<file path="config.mk">
export PLATFORM = sky130hd
export DESIGN_NAME = sqlite_row_capture_flat
export DESIGN_NICKNAME = d
export VERILOG_FILES = /design/src/rtl/sqlite_row_capture_if.sv /design/src/rtl/sqlite_row_capture.sv /design/src/flat_wrapper.sv
export SDC_FILE = /design/constraint.sdc
export NUM_CORES = 1
export LEC_CHECK = 0
export ABC_AREA = 1
export BUFFER_PORTS_ARGS = -buffer_cell sky130_fd_sc_hd__buf_2
export CAP_MARGIN = 20
export CELL_PAD_IN_SITES_DETAIL_PLACEMENT = 2
export CELL_PAD_IN_SITES_GLOBAL_PLACEMENT = 2
export CORE_ASPECT_RATIO = 0.9
export CORE_UTILIZATION = 38
export DETAILED_ROUTE_END_ITERATION = 10
export GPL_ROUTABILITY_DRIVEN = 0
export PLACE_DENSITY_LB_ADDON = 0.1
export SYNTH_ARGS = -nofsm -noshare
export SYNTH_HDL_FRONTEND = slang
export SYNTH_SLANG_ARGS = --single-unit
</file>
<file path="constraint.sdc">
create_clock -name clk -period 4.8 [get_ports clk]
set_input_delay 0.48 -clock clk [delete_from_list [all_inputs] [get_ports clk]]
set_output_delay 0.48 -clock clk [all_outputs]
set_load 0.1 [all_outputs]
</file>
<file path="src/rtl/sqlite_row_capture_if.sv">
// Capture-side and writer-side signals of the SQLite row capture stage.
// master: the environment (record source + DPI writer); slave: the capture stage.
interface sqlite_row_capture_if #(
  parameter int unsigned DATA_W = 32,
  parameter int unsigned TS_W   = 32,
  parameter int unsigned DEPTH  = 16
);
  logic                     cap_valid;
  logic [DATA_W-1:0]        cap_data;
  logic                     flush;
  logic                     out_valid;
  logic                     out_ready;
  logic [DATA_W-1:0]        out_data;
  logic [TS_W-1:0]          out_ts;
  logic                     out_first;
  logic                     out_last;
  logic                     out_marker;
  logic [$clog2(DEPTH):0]   level;
  logic [15:0]              drop_cnt;
  logic                     overflow;

  modport master (
    output cap_valid, cap_data, flush, out_ready,
    input  out_valid, out_data, out_ts, out_first, out_last, out_marker,
    input  level, drop_cnt, overflow
  );

  modport slave (
    input  cap_valid, cap_data, flush, out_ready,
    output out_valid, out_data, out_ts, out_first, out_last, out_marker,
    output level, drop_cnt, overflow
  );
endinterface

</file>
<file path="src/rtl/sqlite_row_capture.sv">
// Timestamps captured records, buffers them in a FIFO and streams them to the
// SQLite writer with transaction boundary flags (first/last) and commit-only
// marker beats. Batches close on size, flush or idle timeout.
module sqlite_row_capture #(
  parameter int unsigned DATA_W     = 32,
  parameter int unsigned DEPTH      = 16,
  parameter int unsigned BATCH_SIZE = 8,
  parameter int unsigned TIMEOUT    = 64,
  parameter int unsigned TS_W       = 32
) (
  input  logic                clk,
  input  logic                rst_n,
  sqlite_row_capture_if.slave bus
);
  localparam int unsigned PTR_W  = $clog2(DEPTH);
  localparam int unsigned LVL_W  = PTR_W + 1;
  localparam int unsigned BC_W   = $clog2(BATCH_SIZE) + 1;
  localparam int unsigned IDLE_W = $clog2(TIMEOUT) + 1;
  localparam int unsigned ENT_W  = DATA_W + TS_W;

  logic [ENT_W-1:0]  mem_q [DEPTH];
  logic [TS_W-1:0]   ts_q, ts_d;
  logic [PTR_W-1:0]  wr_ptr_q, wr_ptr_d, rd_ptr_q, rd_ptr_d;
  logic [LVL_W-1:0]  level_q, level_d;
  logic              out_valid_q, out_valid_d;
  logic [DATA_W-1:0] out_data_q, out_data_d;
  logic [TS_W-1:0]   out_ts_q, out_ts_d;
  logic              out_first_q, out_first_d;
  logic              out_last_q, out_last_d;
  logic              out_marker_q, out_marker_d;
  logic [BC_W-1:0]   batch_cnt_q, batch_cnt_d;
  logic              first_pending_q, first_pending_d;
  logic              close_pending_q, close_pending_d;
  logic [IDLE_W-1:0] idle_cnt_q, idle_cnt_d;
  logic [15:0]       drop_cnt_q, drop_cnt_d;
  logic              overflow_q, overflow_d;

  logic             out_free, fifo_empty, pop, wr, drop, row_last, marker_load, close_set;
  logic [ENT_W-1:0] head;

  assign head = mem_q[rd_ptr_q];

  // Handshake and FIFO control decode.
  always_comb begin
    out_free    = !out_valid_q || bus.out_ready;
    fifo_empty  = (level_q == '0);
    pop         = out_free && !fifo_empty;
    // A full FIFO still accepts a write when the head leaves in the same cycle.
    wr          = bus.cap_valid && ((level_q != LVL_W'(DEPTH)) || pop);
    drop        = bus.cap_valid && !wr;
    // A pending close ends the batch on the last buffered row, unless another row is arriving.
    row_last    = (batch_cnt_q == BC_W'(BATCH_SIZE - 1)) ||
                  (close_pending_q && (level_q == LVL_W'(1)) && !wr);
    marker_load = out_free && fifo_empty && close_pending_q && (batch_cnt_q != '0);
    close_set   = bus.flush || ((batch_cnt_q != '0) && (idle_cnt_q == IDLE_W'(TIMEOUT - 1)));
  end

  // Next-state for FIFO, output register, batch tracking and drop statistics.
  always_comb begin
    ts_d            = ts_q + TS_W'(1);
    wr_ptr_d        = wr ? wr_ptr_q + PTR_W'(1) : wr_ptr_q;
    rd_ptr_d        = pop ? rd_ptr_q + PTR_W'(1) : rd_ptr_q;
    level_d         = level_q;
    out_valid_d     = out_valid_q;
    out_data_d      = out_data_q;
    out_ts_d        = out_ts_q;
    out_first_d     = out_first_q;
    out_last_d      = out_last_q;
    out_marker_d    = out_marker_q;
    batch_cnt_d     = batch_cnt_q;
    first_pending_d = first_pending_q;
    idle_cnt_d      = idle_cnt_q;
    drop_cnt_d      = drop_cnt_q;
    overflow_d      = overflow_q | drop;

    if (wr && !pop) begin
      level_d = level_q + LVL_W'(1);
    end else if (!wr && pop) begin
      level_d = level_q - LVL_W'(1);
    end

    if (pop) begin
      out_valid_d     = 1'b1;
      out_data_d      = head[DATA_W-1:0];
      out_ts_d        = head[ENT_W-1:DATA_W];
      out_first_d     = first_pending_q;
      out_last_d      = row_last;
      out_marker_d    = 1'b0;
      batch_cnt_d     = row_last ? '0 : batch_cnt_q + BC_W'(1);
      first_pending_d = row_last;
    end else if (marker_load) begin
      // Rows already went out without a last flag: commit with an empty beat.
      out_valid_d     = 1'b1;
      out_data_d      = '0;
      out_ts_d        = '0;
      out_first_d     = 1'b0;
      out_last_d      = 1'b1;
      out_marker_d    = 1'b1;
      batch_cnt_d     = '0;
      first_pending_d = 1'b1;
    end else if (out_valid_q && bus.out_ready) begin
      out_valid_d = 1'b0;
    end

    // A close request only matters while a batch stays open.
    close_pending_d = (close_pending_q || close_set) && (batch_cnt_d != '0);

    if (wr || (batch_cnt_d == '0)) begin
      idle_cnt_d = '0;
    end else if ((batch_cnt_q != '0) && (idle_cnt_q != IDLE_W'(TIMEOUT - 1))) begin
      idle_cnt_d = idle_cnt_q + IDLE_W'(1);
    end

    if (drop && (drop_cnt_q != 16'hFFFF)) begin
      drop_cnt_d = drop_cnt_q + 16'd1;
    end
  end

  // FIFO storage; contents need no reset since level gates every read.
  always_ff @(posedge clk) begin
    if (wr) begin
      mem_q[wr_ptr_q] <= {ts_q, bus.cap_data};
    end
  end

  // State registers.
  always_ff @(posedge clk or negedge rst_n) begin
    if (!rst_n) begin
      ts_q            <= '0;
      wr_ptr_q        <= '0;
      rd_ptr_q        <= '0;
      level_q         <= '0;
      out_valid_q     <= 1'b0;
      out_data_q      <= '0;
      out_ts_q        <= '0;
      out_first_q     <= 1'b0;
      out_last_q      <= 1'b0;
      out_marker_q    <= 1'b0;
      batch_cnt_q     <= '0;
      first_pending_q <= 1'b1;
      close_pending_q <= 1'b0;
      idle_cnt_q      <= '0;
      drop_cnt_q      <= '0;
      overflow_q      <= 1'b0;
    end else begin
      ts_q            <= ts_d;
      wr_ptr_q        <= wr_ptr_d;
      rd_ptr_q        <= rd_ptr_d;
      level_q         <= level_d;
      out_valid_q     <= out_valid_d;
      out_data_q      <= out_data_d;
      out_ts_q        <= out_ts_d;
      out_first_q     <= out_first_d;
      out_last_q      <= out_last_d;
      out_marker_q    <= out_marker_d;
      batch_cnt_q     <= batch_cnt_d;
      first_pending_q <= first_pending_d;
      close_pending_q <= close_pending_d;
      idle_cnt_q      <= idle_cnt_d;
      drop_cnt_q      <= drop_cnt_d;
      overflow_q      <= overflow_d;
    end
  end

  assign bus.out_valid  = out_valid_q;
  assign bus.out_data   = out_data_q;
  assign bus.out_ts     = out_ts_q;
  assign bus.out_first  = out_first_q;
  assign bus.out_last   = out_last_q;
  assign bus.out_marker = out_marker_q;
  assign bus.level      = level_q;
  assign bus.drop_cnt   = drop_cnt_q;
  assign bus.overflow   = overflow_q;
endmodule

</file>
<file path="src/flat_wrapper.sv">
// flat-port wrapper written by rule: the top's interface ports become plain ports
module sqlite_row_capture_flat 
#(
  parameter int unsigned DATA_W     = 32,
  parameter int unsigned DEPTH      = 16,
  parameter int unsigned BATCH_SIZE = 8,
  parameter int unsigned TIMEOUT    = 64,
  parameter int unsigned TS_W       = 32
)
  (clk, rst_n, bus_cap_valid, bus_cap_data, bus_flush, bus_out_ready, bus_out_valid, bus_out_data, bus_out_ts, bus_out_first, bus_out_last, bus_out_marker, bus_level, bus_drop_cnt, bus_overflow);
  sqlite_row_capture_if #(.DATA_W(DATA_W), .TS_W(TS_W), .DEPTH(DEPTH)) bus_i ();
  input  logic clk;
  input  logic rst_n;
  input wire logic [$bits(bus_i.cap_valid)-1:0] bus_cap_valid;
  input wire logic [$bits(bus_i.cap_data)-1:0] bus_cap_data;
  input wire logic [$bits(bus_i.flush)-1:0] bus_flush;
  input wire logic [$bits(bus_i.out_ready)-1:0] bus_out_ready;
  output wire logic [$bits(bus_i.out_valid)-1:0] bus_out_valid;
  output wire logic [$bits(bus_i.out_data)-1:0] bus_out_data;
  output wire logic [$bits(bus_i.out_ts)-1:0] bus_out_ts;
  output wire logic [$bits(bus_i.out_first)-1:0] bus_out_first;
  output wire logic [$bits(bus_i.out_last)-1:0] bus_out_last;
  output wire logic [$bits(bus_i.out_marker)-1:0] bus_out_marker;
  output wire logic [$bits(bus_i.level)-1:0] bus_level;
  output wire logic [$bits(bus_i.drop_cnt)-1:0] bus_drop_cnt;
  output wire logic [$bits(bus_i.overflow)-1:0] bus_overflow;
  assign bus_i.cap_valid = bus_cap_valid;
  assign bus_i.cap_data = bus_cap_data;
  assign bus_i.flush = bus_flush;
  assign bus_i.out_ready = bus_out_ready;
  assign bus_out_valid = bus_i.out_valid;
  assign bus_out_data = bus_i.out_data;
  assign bus_out_ts = bus_i.out_ts;
  assign bus_out_first = bus_i.out_first;
  assign bus_out_last = bus_i.out_last;
  assign bus_out_marker = bus_i.out_marker;
  assign bus_level = bus_i.level;
  assign bus_drop_cnt = bus_i.drop_cnt;
  assign bus_overflow = bus_i.overflow;
  sqlite_row_capture #(.DATA_W(DATA_W), .DEPTH(DEPTH), .BATCH_SIZE(BATCH_SIZE), .TIMEOUT(TIMEOUT), .TS_W(TS_W)) u_core (.clk(clk), .rst_n(rst_n), .bus(bus_i));
endmodule
</file>
### Word-level counts from Yosys, hierarchy flattened

Memory sizes are Yosys's and may differ from the RTL's.
Cells that the tools add are included.

* register bits after elaboration: 143
* memory bits (writable): 1024
* bits of input ports: 37
* output and inout port bits: 90
* word-level logic and storage cells: 85
* memories kept: 1

Memories
* u_core.mem_q: words 16, bits a word 64, rd ports 1, clocked after memory_dff 0, write ports 1, RTL line sqlite_row_capture.sv:21 `logic [ENT_W-1:0] mem_q [DEPTH];`

* add/sub/neg operators: 8
* equal/unequal tests: 6
* muxes and demuxes: 20
* bitwise logic cells: 1
* reductions and logical operators: 33

Operators by type and width (count)
* 2-to-1 mux 32 bit: 3
* adder 32 x 1 -> 32 bit, second input constant: 1
* adder 16 x 1 -> 16 bit, second input constant: 1
* != test 16 bit, second input constant: 1
* logical AND 1 bit: 15
* 2-to-1 mux 7 bit: 2
* adder 4 x 1 -> 4 bit, second input constant: 3
* 2-to-1 mux 4 bit: 3
* 2-to-1 mux 1 bit: 10
* 2-to-1 mux 5 bit: 2
* nonzero test 4 bit: 2
* adder 7 x 1 -> 7 bit, second input constant: 1
* == test 7 x 6 -> 1 bit, second input constant: 1
* != test 7 x 6 -> 1 bit, second input constant: 1
* logical OR 1 bit: 6
* nonzero test 2 bit: 3
* adder 5 x 1 -> 5 bit, second input constant: 1
* == test 5 x 1 -> 1 bit, second input constant: 1
* logical NOT 5 bit: 1
* != test 5 bit, second input constant: 1
* subtractor 5 x 1 -> 5 bit, second input constant: 1
* == test 4 x 3 -> 1 bit, second input constant: 1
* logical NOT 1 bit: 4
* logical NOT 4 bit: 1
* 2 further kinds: 2

### Longest topological paths before layout

Gate-level depths: netlist of the first run.

* depth after elaboration: 13
* depth in mapped cells: 13
* depth with buffers taken out: 13

### Worst setup path after synthesis of the first run

Ideal clock, no wire load.

* kind: register -> register
* start point: reg u_core.level_q[0] (netlist: u_core.bus.level[0])
* end point: mem u_core.mem_q[11][0] in the netlist's numbering, enable pin
* library setup time: 486 ps
* arrival time: 4566 ps
* data required time: 4314 ps
* setup slack: -252 ps
* stages on the path, launching flop included: 8
* buffers on the path: 0
* period minus slack after synthesis: 5052 ps
* cells stage by stage: dfrtp_1 inv_1 ha_1 nand4_1 nand2_1 clkinv_1 nand2_1 nor2_1

* cells in the longest elaborated chain, start to end: 7
* elaborated cells between the ends (all ways): 8
* classes of those cells: eq/ne (1); mux (2); reduce/logical (5)

Ends and longest elaborated chain
* start, declared: RTL line sqlite_row_capture.sv:24 `logic [LVL_W-1:0] level_q, level_d;`
* start signal, assigned: RTL line sqlite_row_capture.sv:149 `level_q <= level_d;`
* logical NOT 5 bit: RTL line sqlite_row_capture.sv:46 `fifo_empty = (level_q == '0);`
* logical NOT 1 bit: RTL line sqlite_row_capture.sv:47 `pop = out_free && !fifo_empty;`
* logical AND 1 bit: RTL line sqlite_row_capture.sv:47
* logical OR 1 bit *: RTL line sqlite_row_capture.sv:49 `wr = bus.cap_valid && ((level_q != LVL_W'(DEPTH)) || pop);`
* logical AND 1 bit *: RTL line sqlite_row_capture.sv:49
* net u_core.wr: RTL line sqlite_row_capture.sv:38 `logic out_free, fifo_empty, pop, wr, drop, row_last, marker_load, close_set;`
* 2-to-1 mux 1 bit *: RTL line sqlite_row_capture.sv:121 `if (wr) begin`
* 2-to-1 mux 1 bit (not written as such) *: RTL line sqlite_row_capture.sv:122 `mem_q[wr_ptr_q] <= {ts_q, bus.cap_data};`
* end, declared: RTL line sqlite_row_capture.sv:21

Mark *: on every way through the listed nets, which the timed path passes. The rest lies on a longest branch.

### Worst setup path after layout of the first run

* start point: reg u_core.level_q[0] (netlist: u_core.bus.level[0])
* end point: mem u_core.mem_q[11][29] in the netlist's numbering, enable pin

The elaborated chain is that of the path after synthesis.

==> flow_summary_export.csv, run 1 <==
group,metric,value,unit
synthesis,ys_async_sr_fraction,12.25,%
drt,vias_per_cell,5.578,
cts,tritoncts,"built",
final_layout,antennaDiodeCount,0,
cts,cts_sinks,1167,
cts,cts_hold_buf,1,
placed_design,detailed_place_hpwl,78760,um
drt,routed_wl,146900,um
sta,tightest_slew,1134,ps
run_status,status,"finished clean",
power_and_ir_drop,peakVddDrop,0.0006812,V
floorplan,core,0.1210,sq mm
setup_path,r2r_start,"u_core.bus.level[0]",
min_path,whs_endpoint,"u_core.wr_ptr_q[0]",
setup_path,reg2reg_slack,1600,ps
synthesis,syn_area_per_cell,12.71,sq um
cts,cts-root-buf,"clkbuf_16",
setup_path,r2r-end,"u_core.mem_q[11][29]",
cts,htreeDepth,4,
drt,remaining_drc_errors,0,
final_layout,drive_above_1_share,10.78,%
floorplan,dieArea,0.1235,sq mm
cts,ctsResizeCount,0,
global_routing,gr-usage-all-layers,23.94,%
sta,tns,0,ps
setup_path,reg2regPathDepth,8,
min_path,worstHoldPathType,"input pin to register",
global_routing,grt_overflow,0,
power_and_ir_drop,powerDensity,665.3,mW/mm^2
setup_path,crit_path_frequent_cell,"nand2_1",
sta,slew_headroom,24.40,%
final_layout,synthToLayoutAreaGrowth,14.50,%
synthesis,syn_area,0.04638,sq mm
global_routing,grt_antenna_before_repair,0,
synthesis,synth_top_flop_cell,"edfxtp_1",
floorplan,io_pins,127,
floorplan,initial_core_util,38.34,%
drt,wire_per_inst,26.88,um
sta,fin_crit_sh,66.71,%
run,drv_cap,0,
sta,rsz0062_at_grt,"no",
placed_design,port_buffers,126,
synthesis,synth.distinct_cells,32,
synthesis,postSynthCellCount,3650,
floorplan,rows,121,
sta,skew,25.91,ps
cts,postCtsSetupRepairBufs,0,
final_layout,layout_common_cells,"edfxtp_1 (1024), nor2_1 (754), o21ai_0 (483)",
drt,drtPass1Iterations,5,
floorplan,fp.dieH,333.4,um
synthesis,synth_edf_count,1024,
setup_path,crit_type,"register to register",
setup_path,cp_slowest_cell,"nor2_4",
final_layout,nets,3809,
cts,clk_latency,760,ps
final_layout,layout_commonest_cell,"edfxtp_1",
global_routing,grt_max_degree,250,
cts,clockBufferDepth,3,
cts,cts_buffers,133,
global_routing,grt_pass1_vias,33744,
global_routing,grt_pass1_wl,220000,um
setup_path,crit_path_max_fanout,19,
sta,drv_slew,0,
setup_path,crit_chain,"inv_1, ha_1, nand4_1, nand2_1, clkinv_1, nand2_1, nor2_4, buf_4",
setup_path,critPathCaptureType,"register",
drt,drt_iter0_drc,2139,
sta,hold_viol,0,
setup_path,cpPeakStageDelay,880,ps
min_path,min-delay-start,"bus_cap_valid",
sta,period_needed,3202,ps
placed_design,placed_cell_area,0.04881,sq mm
sta,max_freq,0.3123,GHz
synthesis,synth-seq-cells,1167,
setup_path,required,5230,ps
synthesis,synth_warnings,0,
synthesis,synth.top_cell.area_share,66.30,%
drt,ant_nets,0,
sta,setup_viol,0,
synthesis,ys_seq_area_share,74.01,%
setup_path,critPathLaunchType,"register",
sta,holdWs,109.2,ps
power_and_ir_drop,leakage,0.01856,uW
final_layout,final_cell_area,0.05311,sq mm
synthesis,synthTopCellsByArea,"edfxtp_1 (66%), dfrtp_1 (7.7%), nor2_1 (6.2%)",
synthesis,synth.largest_area_cell,"edfxtp_1",
final_layout,fillCellCount,11866,
min_path,hold_path_depth,3,
synthesis,syn_nets,3702,
setup_path,critPathArrivalTime,3630,ps
drt,vias,30491,
cts,clk_pin_slew,60,ps
floorplan,die_w,370.3,um
[kinds of logic after synthesis]
group                    synth area share (%)
flip-flops                              74.01
AO/OA/AOI/OAI                           10.66
buffers and inverters                   2.970
AND/OR/NAND/NOR                         10.82
XOR/XNOR                                1.133
adder cells (fa/ha/maj)                0.4046
[layer usage]
layer	global-route usage [%]	vias to the layer above	part of all wire, %	routed length (um)
met5	0	-	0	0
met4	6.638	0	2.2	3210
met3	3.104	213	3.5	5097
met2	40.36	607	49	72470
met1	32.33	16222	45	66150
li1	-	13449	-	-
[flip-flops by register name, indices dropped and copies added (netlist names)]
name	cells
u_core.close_pending_q	1
u_core.wr_ptr_q	4
u_core.bus.level	5
u_core.bus.out_first	1
u_core.bus.overflow	1
u_core.bus.out_marker	1
u_core.ts_q	32
u_core.bus.out_valid	1
u_core.bus.out_ts	32
u_core.bus.out_data	32
u_core.first_pending_q	1
u_core.idle_cnt_q	7
u_core.batch_cnt_q	4
u_core.bus.out_last	1
u_core.rd_ptr_q	4
u_core.mem_q	1024
u_core.bus.drop_cnt	16
[worst max path at each step]
stage / cells after the start / from / endpoint
CTS: 8 / u_core.bus.level[0] / u_core.mem_q[11][45]
floorplan: 7 / u_core.bus.level[0] / u_core.mem_q[11][0]
global route: 11 / u_core.bus.level[0] / u_core.idle_cnt_q[5]
global placement: 8 / u_core.bus.level[0] / u_core.mem_q[11][20]
detailed placement: 8 / u_core.bus.level[0] / u_core.mem_q[15][13]
finish: 8 / u_core.bus.level[0] / u_core.mem_q[11][29]
[worst max-delay path, delay by kind of cell (launching register included)]
kind / cells / cell delay (ps)
and+or+nand+nor: 4 / 1440
adders and majority gates: 1 / 230
DFF: 1 / 490
buffers and inverters: 3 / 700
[synth_stat cells (3+ instances only)]
library cell / count
o21ai_0: 483
clkinv_1: 3
buf_6: 19
inv_1: 55
nand2_1: 360
nor2_1: 770
nor4_1: 3
edfxtp_1: 1024
xnor2_1: 17
nor3_1: 21
nand3_1: 108
nand4_1: 14
clkbuf_1: 120
xor2_1: 43
a21oi_1: 4
ha_1: 15
buf_4: 17
buf_1: 16
buf_2: 55
o221ai_1: 74
o211ai_1: 183
dfrtp_1: 142
o21ai_1: 95
[report_power, final]
| group | switching [uW] | internal [uW] | total (uW) |
|---|---|---|---|
| clock | 4180 | 5830 | 10000 |
| combinational | 9610 | 2800 | 12400 |
| sequential | 669 | 12300 | 12900 |
| total | 14500 | 20900 | 35300 |
[stage by stage]
step / worst slack (ps) / total power [uW] / util [%] / cells
floorplan: -252.2 / 21520 / - / 3650
global placement: 1698 / 25050 / 40.35 / 5219
detailed placement: 1578 / 25610 / 40.35 / 5219
CTS: 1557 / 35770 / 43.88 / 5465
global route: 1394 / 37080 / 43.90 / 5466
finish: 1598 / 35330 / 43.90 / 5466
[area by class of cell]
type	instances	area, sq um	share of cell area (%)
sequential	1167	34340	64.67
multi-input combinational	2195	10800	20.33
clock buffer	194	3835	7.221
tap	1599	2001	3.767
timing repair buffer	200	1455	2.740
clock inverter	51	425.4	0.8010
inverter	60	252.7	0.4759
No activity file was read; power rests on OpenSTA's default activity.
==> run 2: changes to the inputs <==
clock period = 2.6 ns   (was 4.8 ns; I/O delays follow)
==> run 2 against run 1 <==
Against the previous run: maximum frequency increased by 31%; critical endpoint is now u_core.mem_q[9][15]; setup slack got worse by 1400 ps; clock power increased by 87%; power increased by 89%; highest routed layer unchanged; critical path type unchanged.
==> flow_summary_export.csv, run 2 (synthesis gave the netlist of run 1 again) <==
group,metric,value,unit
setup_path,crit_chain,"inv_4, ha_4, nand4_1, nand2_2, clkinv_4, buf_4, nand2_8, nor2_4, buf_12",
setup_path,cpPeakStageDelay,480,ps
floorplan,initial_core_util,38.34,%
run,drv_cap,0,
floorplan,io_pins,127,
drt,drt_iter0_drc,1946,
cts,cts-root-buf,"clkbuf_16",
cts,htreeDepth,4,
final_layout,fillCellCount,11800,
drt,ant_nets,0,
run_status,status,"finished clean",
setup_path,required,3030,ps
final_layout,layout_commonest_cell,"edfxtp_1",
setup_path,critPathArrivalTime,2880,ps
sta,rsz0062_at_grt,"no",
drt,routed_wl,149300,um
floorplan,fp.dieH,333.4,um
final_layout,synthToLayoutAreaGrowth,17.72,%
floorplan,core,0.1210,sq mm
final_layout,layout_common_cells,"edfxtp_1 (1024), nor2_1 (754), o21ai_0 (483)",
cts,tritoncts,"built",
global_routing,grt_antenna_before_repair,3,
sta,skew,30.61,ps
power_and_ir_drop,switching_share,40.40,%
drt,vias_per_cell,5.564,
final_layout,final_cell_count_no_fill,5563,
drt,vias,30951,
sta,fin_crit_sh,94.25,%
drt,wire_per_inst,26.84,um
setup_path,cp_slowest_cell,"dfrtp_4",
setup_path,critPathCaptureType,"register",
power_and_ir_drop,peakVddDrop,0.0009649,V
power_and_ir_drop,p_comb_share,36.4,%
power_and_ir_drop,powerDensity,1221,mW/mm^2
drt,drtPass1Iterations,5,
sta,period_needed,2450,ps
global_routing,gr-usage-all-layers,24.39,%
floorplan,die_w,370.3,um
sta,drv_slew,0,
final_layout,largest-register,"u_core.mem_q",
placed_design,port_buffers,126,
power_and_ir_drop,seq_power_share,35.5,%
drt,remaining_drc_errors,0,
floorplan,rows,121,
global_routing,grt_pass1_wl,224200,um
placed_design,placed_cell_area,0.04990,sq mm
cts,cts_buffers,132,
min_path,worstHoldPathType,"input pin to async pin",
placed_design,detailed_place_hpwl,84440,um
setup_path,r2r-end,"u_core.mem_q[9][15]",
power_and_ir_drop,power_frac_clock,28.1,%
final_layout,drive_above_1_share,12.44,%
final_layout,nets,3911,
cts,clockBufferDepth,3,
setup_path,reg2regPathDepth,9,
power_and_ir_drop,p_int,39730,uW
final_layout,largest_reg_flops,1024,
sta,tightest_slew,837.4,ps
cts,cts_sinks,1167,
setup_path,reg2reg_slack,150,ps
setup_path,crit_type,"register to register",
setup_path,critPathLaunchType,"register",
power_and_ir_drop,leakage,0.01921,uW
sta,slew_headroom,44.17,%
global_routing,grt_overflow,0,
sta,setup_viol,0,
global_routing,grt_max_degree,100,
cts,clk_pin_slew,60,ps
sta,fin_ws,149.6,ps
final_layout,final_cell_area,0.05460,sq mm
placed_design,dp_slack,22.30,ps
sta,max_freq,0.4081,GHz
setup_path,crit_path_max_fanout,28,
setup_path,r2r_start,"u_core.bus.level[0]",
power_and_ir_drop,power.net_switching,26930,uW
cts,clk_latency,760,ps
sta,hold_viol,0,
placed_design,dp.cells,5286,
global_routing,grt_pass1_vias,34842,
floorplan,dieArea,0.1235,sq mm
cts,ctsResizeCount,0,
[run 2: worst max-delay path: cells and delay by family (launching register included)]
family,cells,cell delay [ps]
buffers and inverters,4,690
and+or+nand+nor,4,750
DFF,1,480
adders and majority gates,1,150
[run 2: power groups by stage]
| stage | clock network (uW) | registers (uW) | logic, uW |
|---|---|---|---|
| floorplan | 0 | 27900 | 12000 |
| global placement | 0 | 23900 | 23500 |
| detailed placement | 0 | 24000 | 24400 |
| CTS | 19200 | 23700 | 24700 |
| global route | 19800 | 23800 | 26300 |
| finish | 18700 | 23700 | 24300 |
[run 2: through the flow]
step	utilization, %	setup TNS (ps)	power (uW)	hold slack (ps)
finish	45.14	0	66670	54.97
global route	45.14	0	69970	53.25
CTS	45.11	0	67530	11.86
detailed placement	41.26	0	48440	263.3
global placement	41.26	0	47400	267.0
floorplan	-	-93330	39880	-35.59
[run 2: worst max path at each step]
stage	depth (start not counted)	slack, ps	from	endpoint
4_1_cts	9	10	u_core.bus.level[0]	u_core.mem_q[10][8]
6_report	9	150	u_core.bus.level[0]	u_core.mem_q[9][15]
5_1_grt	7	20	u_core.ts_q[1]	u_core.ts_q[16]
3_5_place_dp	9	20	u_core.bus.level[0]	u_core.mem_q[10][11]
3_3_place_gp	9	80	u_core.bus.level[0]	u_core.mem_q[10][8]
2_1_floorplan	7	-110	u_core.bus.level[1]	u_core.mem_q[11][0]
[run 2: final cells by class]
| cell class | instances | area, sq um | area share [%] |
|---|---|---|---|
| clock inverters | 61 | 544.3 | 0.9968 |
| diodes | 1 | 2.502 | 0.004583 |
| clock buffers | 177 | 3762 | 6.891 |
| repair buffers | 303 | 2796 | 5.122 |
| inverters | 60 | 262.8 | 0.4812 |
| flip-flops and latches | 1167 | 34360 | 62.92 |
| well taps | 1599 | 2001 | 3.664 |
| multi-input cells | 2195 | 10880 | 19.92 |
[run 2: what timing repair did]
action,4_1_cts,5_1_grt
setup buffers,0,2
hold buffers,36,0
endpoints found under the hold margin,658,0
endpoints found under the setup margin,0,34
[run 2: routing by layer]
| layer | GRT usage (%) | vias to the layer above | wire [um] |
|---|---|---|---|
| li1 | - | 13661 | - |
| met1 | 32.49 | 16537 | 67180 |
| met2 | 41.48 | 542 | 74040 |
| met3 | 3.309 | 211 | 4659 |
| met4 | 6.849 | 0 | 3422 |
| met5 | 0 | - | 0 |
==> run 3: changes to the inputs <==
ABC_AREA = not set   (was 1)
CTS_BUF_LIST = sky130_fd_sc_hd__clkbuf_2 sky130_fd_sc_hd__clkbuf_4 sky130_fd_sc_hd__clkbuf_8   (was not set)
==> run 3 against run 2 <==
Against the previous run: first-iteration DRC count shrank 31%; via count shrank 28%; register-to-register slack lost 30 ps; critical path depth shrank 2; die area shrank 4.2%; non-clock buffer count grew 3; hold slack gained 170 ps; count of clock-buffer cells in the layout grew 136; routed wire length shrank 22%; cell count shrank 23%; clock skew grew 10 ps.
==> flow_summary_export.csv, run 3 <==
group,metric,value,unit
synthesis,synth-seq-cells,1167,
global_routing,grt_pass1_vias,25459,
drt,wire_per_inst,27.41,um
cts,clockBufferDepth,3,
floorplan,initial_core_util,38.49,%
global_routing,grt_antenna_before_repair,2,
synthesis,synth_commonest_cells,"edfxtp_1 (1024), mux4_2 (256), dfrtp_1 (142)",
synthesis,synthTopCellsByArea,"edfxtp_1 (69%), mux4_2 (13%), dfrtp_1 (8.0%)",
power_and_ir_drop,powerDensity,1116,mW/mm^2
setup_path,reg2regPathDepth,7,
final_layout,drive_above_1_share,33.98,%
floorplan,rows,118,
power_and_ir_drop,seq_power_share,40.0,%
setup_path,crit_type,"register to register",
sta,max_freq,0.4039,GHz
sta,fin_ws,123.9,ps
sta,slew_headroom,45.53,%
drt,remaining_drc_errors,0,
power_and_ir_drop,p_int,38980,uW
power_and_ir_drop,power.net_switching,20630,uW
synthesis,synth_top_flop_cell,"edfxtp_1",
final_layout,layout_commonest_cell,"edfxtp_1",
power_and_ir_drop,peakVddDrop,0.0007212,V
power_and_ir_drop,switching_share,34.61,%
global_routing,gr-usage-all-layers,20.20,%
drt,drt_iter0_drc,1347,
drt,vias,22246,
drt,routed_wl,116700,um
drt,ant_nets,0,
final_layout,nets,2573,
cts,clk_pin_slew,60,ps
synthesis,yosys.cell_count.top_type,"edfxtp_1",
final_layout,synthToLayoutAreaGrowth,20.22,%
sta,fin_crit_sh,95.24,%
power_and_ir_drop,power_frac_clock,28.4,%
floorplan,core,0.1155,sq mm
floorplan,io_pins,127,
global_routing,grt_max_degree,81,
setup_path,critPathCaptureType,"register",
synthesis,ys_async_sr_fraction,12.25,%
global_routing,grt_pass1_wl,173700,um
power_and_ir_drop,finalPower,59610,uW
cts,htreeDepth,4,
setup_path,r2r_start,"u_core.bus.level[1]",
setup_path,r2r-end,"u_core.mem_q[3][18]",
sta,rsz0062_at_grt,"no",
synthesis,ys_seq_area_share,77.25,%
run_status,status,"finished clean",
run,drv_cap,0,
floorplan,dieArea,0.1183,sq mm
synthesis,syn_nets,2167,
power_and_ir_drop,p_comb_share,31.6,%
setup_path,critPathCapture,"u_core.mem_q[3][18]",
cts,cts-root-buf,"clkbuf_8",
placed_design,port_buffers,126,
setup_path,critPathArrivalTime,3010,ps
placed_design,detailed_place_hpwl,68280,um
final_layout,largest-register,"u_core.mem_q",
synthesis,synth.largest_area_cell,"edfxtp_1",
floorplan,die_w,362.5,um
sta,period_needed,2476,ps
cts,cts_sinks,1167,
synthesis,synth_edf_count,1024,
cts,tritoncts,"built",
setup_path,reg2reg_slack,120,ps
sta,setup_viol,0,
power_and_ir_drop,leakage,0.01827,uW
placed_design,dp_slack,-49.85,ps
final_layout,largest_reg_flops,1024,
sta,hold_viol,0,
synthesis,syn_area_per_cell,21.01,sq um
sta,skew,40.86,ps
synthesis,synth_warnings,0,
synthesis,synth.distinct_cells,46,
setup_path,crit_path_max_fanout,45,
global_routing,grt_overflow,0,
cts,clk_latency,900,ps
min_path,worstHoldPathType,"input pin to register",
sta,tightest_slew,817.0,ps
final_layout,layout_common_cells,"edfxtp_1 (1024), mux4_2 (256), clkbuf_8 (224)",
drt,drtPass1Iterations,5,
cts,cts_buffers,194,
drt,vias_per_cell,5.227,
min_path,min-delay-start,"bus_flush",
setup_path,critPathLaunchType,"register",
synthesis,syn_area,0.04444,sq mm
sta,drv_slew,0,
synthesis,synth.top_cell.area_share,69.20,%
synthesis,postSynthCellCount,2115,
floorplan,fp.dieH,326.4,um
setup_path,startpoint,"u_core.bus.level[1]",
setup_path,required,3140,ps
-- run 3: cell types whose count changed in the layout (fill, tap and decap cells not counted), moves of 62 or more --
cell | previous run | this run
clkbuf_16 | 140 | 0
mux4_2 | 0 | 256
nand3_1 | 108 | 29
clkbuf_4 | 0 | 90
a21oi_1 | 4 | 66
o211ai_1 | 183 | 0
nor2_1 | 754 | 93
clkbuf_8 | 13 | 224
nand2_1 | 355 | 28
o21ai_0 | 483 | 67
o21ai_1 | 95 | 1
o221ai_1 | 74 | 0
mux2i_1 | 0 | 130
-- run 3: how the worst min path moves through the flow --
stage | to | cells past startpoint
6_report | u_core.close_pending_q | 5
5_1_grt | u_core.close_pending_q | 5
4_1_cts | u_core.close_pending_q | 5
3_5_place_dp | u_core.bus.out_data[2] | 1
3_3_place_gp | u_core.bus.out_data[2] | 1
2_1_floorplan | u_core.batch_cnt_q[0] | 0
-- run 3: kinds of logic after synthesis --
group | count (synthesis) | share of synthesized area, %
simple gates | 229 | 2.416
xor+xnor | 61 | 1.202
flops | 1167 | 77.25
fa+ha+maj | 15 | 0.4224
buf+inv | 111 | 1.050
compound gates | 145 | 1.726
mux | 387 | 15.93
-- run 3: stage by stage --
step	area, sq um	utilization, %	TNS, ps	instances	hold slack, ps
finish	53420	46.27	0	4256	228.2
global placement	48810	42.28	0	3843	387.2
floorplan	44640	-	-587030	2115	-35.59
global route	53420	46.27	0	4255	220.0
CTS	53380	46.24	0	4253	139.7
detailed placement	48810	42.28	-1895	3843	391.4
-- run 3: what timing repair did --
action,CTS,global route
hold buffers,39,0
setup buffers,3,0
setup endpoints to repair,59,9
resized for setup,2,5
hold endpoints to repair,677,0
pin swaps,2,0
-- run 3: power by group through the flow --
| stage | clock (uW) | sequential [uW] | combinational [uW] |
|---|---|---|---|
| floorplan | 0 | 27600 | 9310 |
| detailed placement | 0 | 24200 | 19100 |
| global route | 18200 | 24000 | 20100 |
| finish | 16900 | 23800 | 18800 |
| CTS | 17500 | 23900 | 19300 |
| global placement | 0 | 24100 | 18900 |
-- run 3: cell type report --
| class | count | area, sq um |
|---|---|---|
| fill | 10414 | 62030 |
| sequential | 1167 | 34350 |
| multi-input combinational | 837 | 9889 |
| clock buffer | 313 | 3745 |
| timing repair buffer | 306 | 3044 |
| tap | 1560 | 1952 |
| clock inverter | 55 | 374.1 |
| inverter | 15 | 56.30 |
| antenna | 3 | 7.507 |
-- run 3: worst max-delay path, cell delays in order (launching register included) --
cell and delay, ps:
dfrtp_4 450, inv_2 60, ha_2 170, nor3b_4 160, a31oi_4 360, nand2_4 180, nor3_4 310, buf_12 350
-- run 3: layer usage --
metal / up-vias / wire (um) / track usage (%)
met3: 161 / 4210 / 3.452
met1: 12171 / 51670 / 27.14
met4: 0 / 2023 / 5.852
li1: 9492 / - / -
met5: - / 0 / 0
met2: 422 / 58750 / 33.81
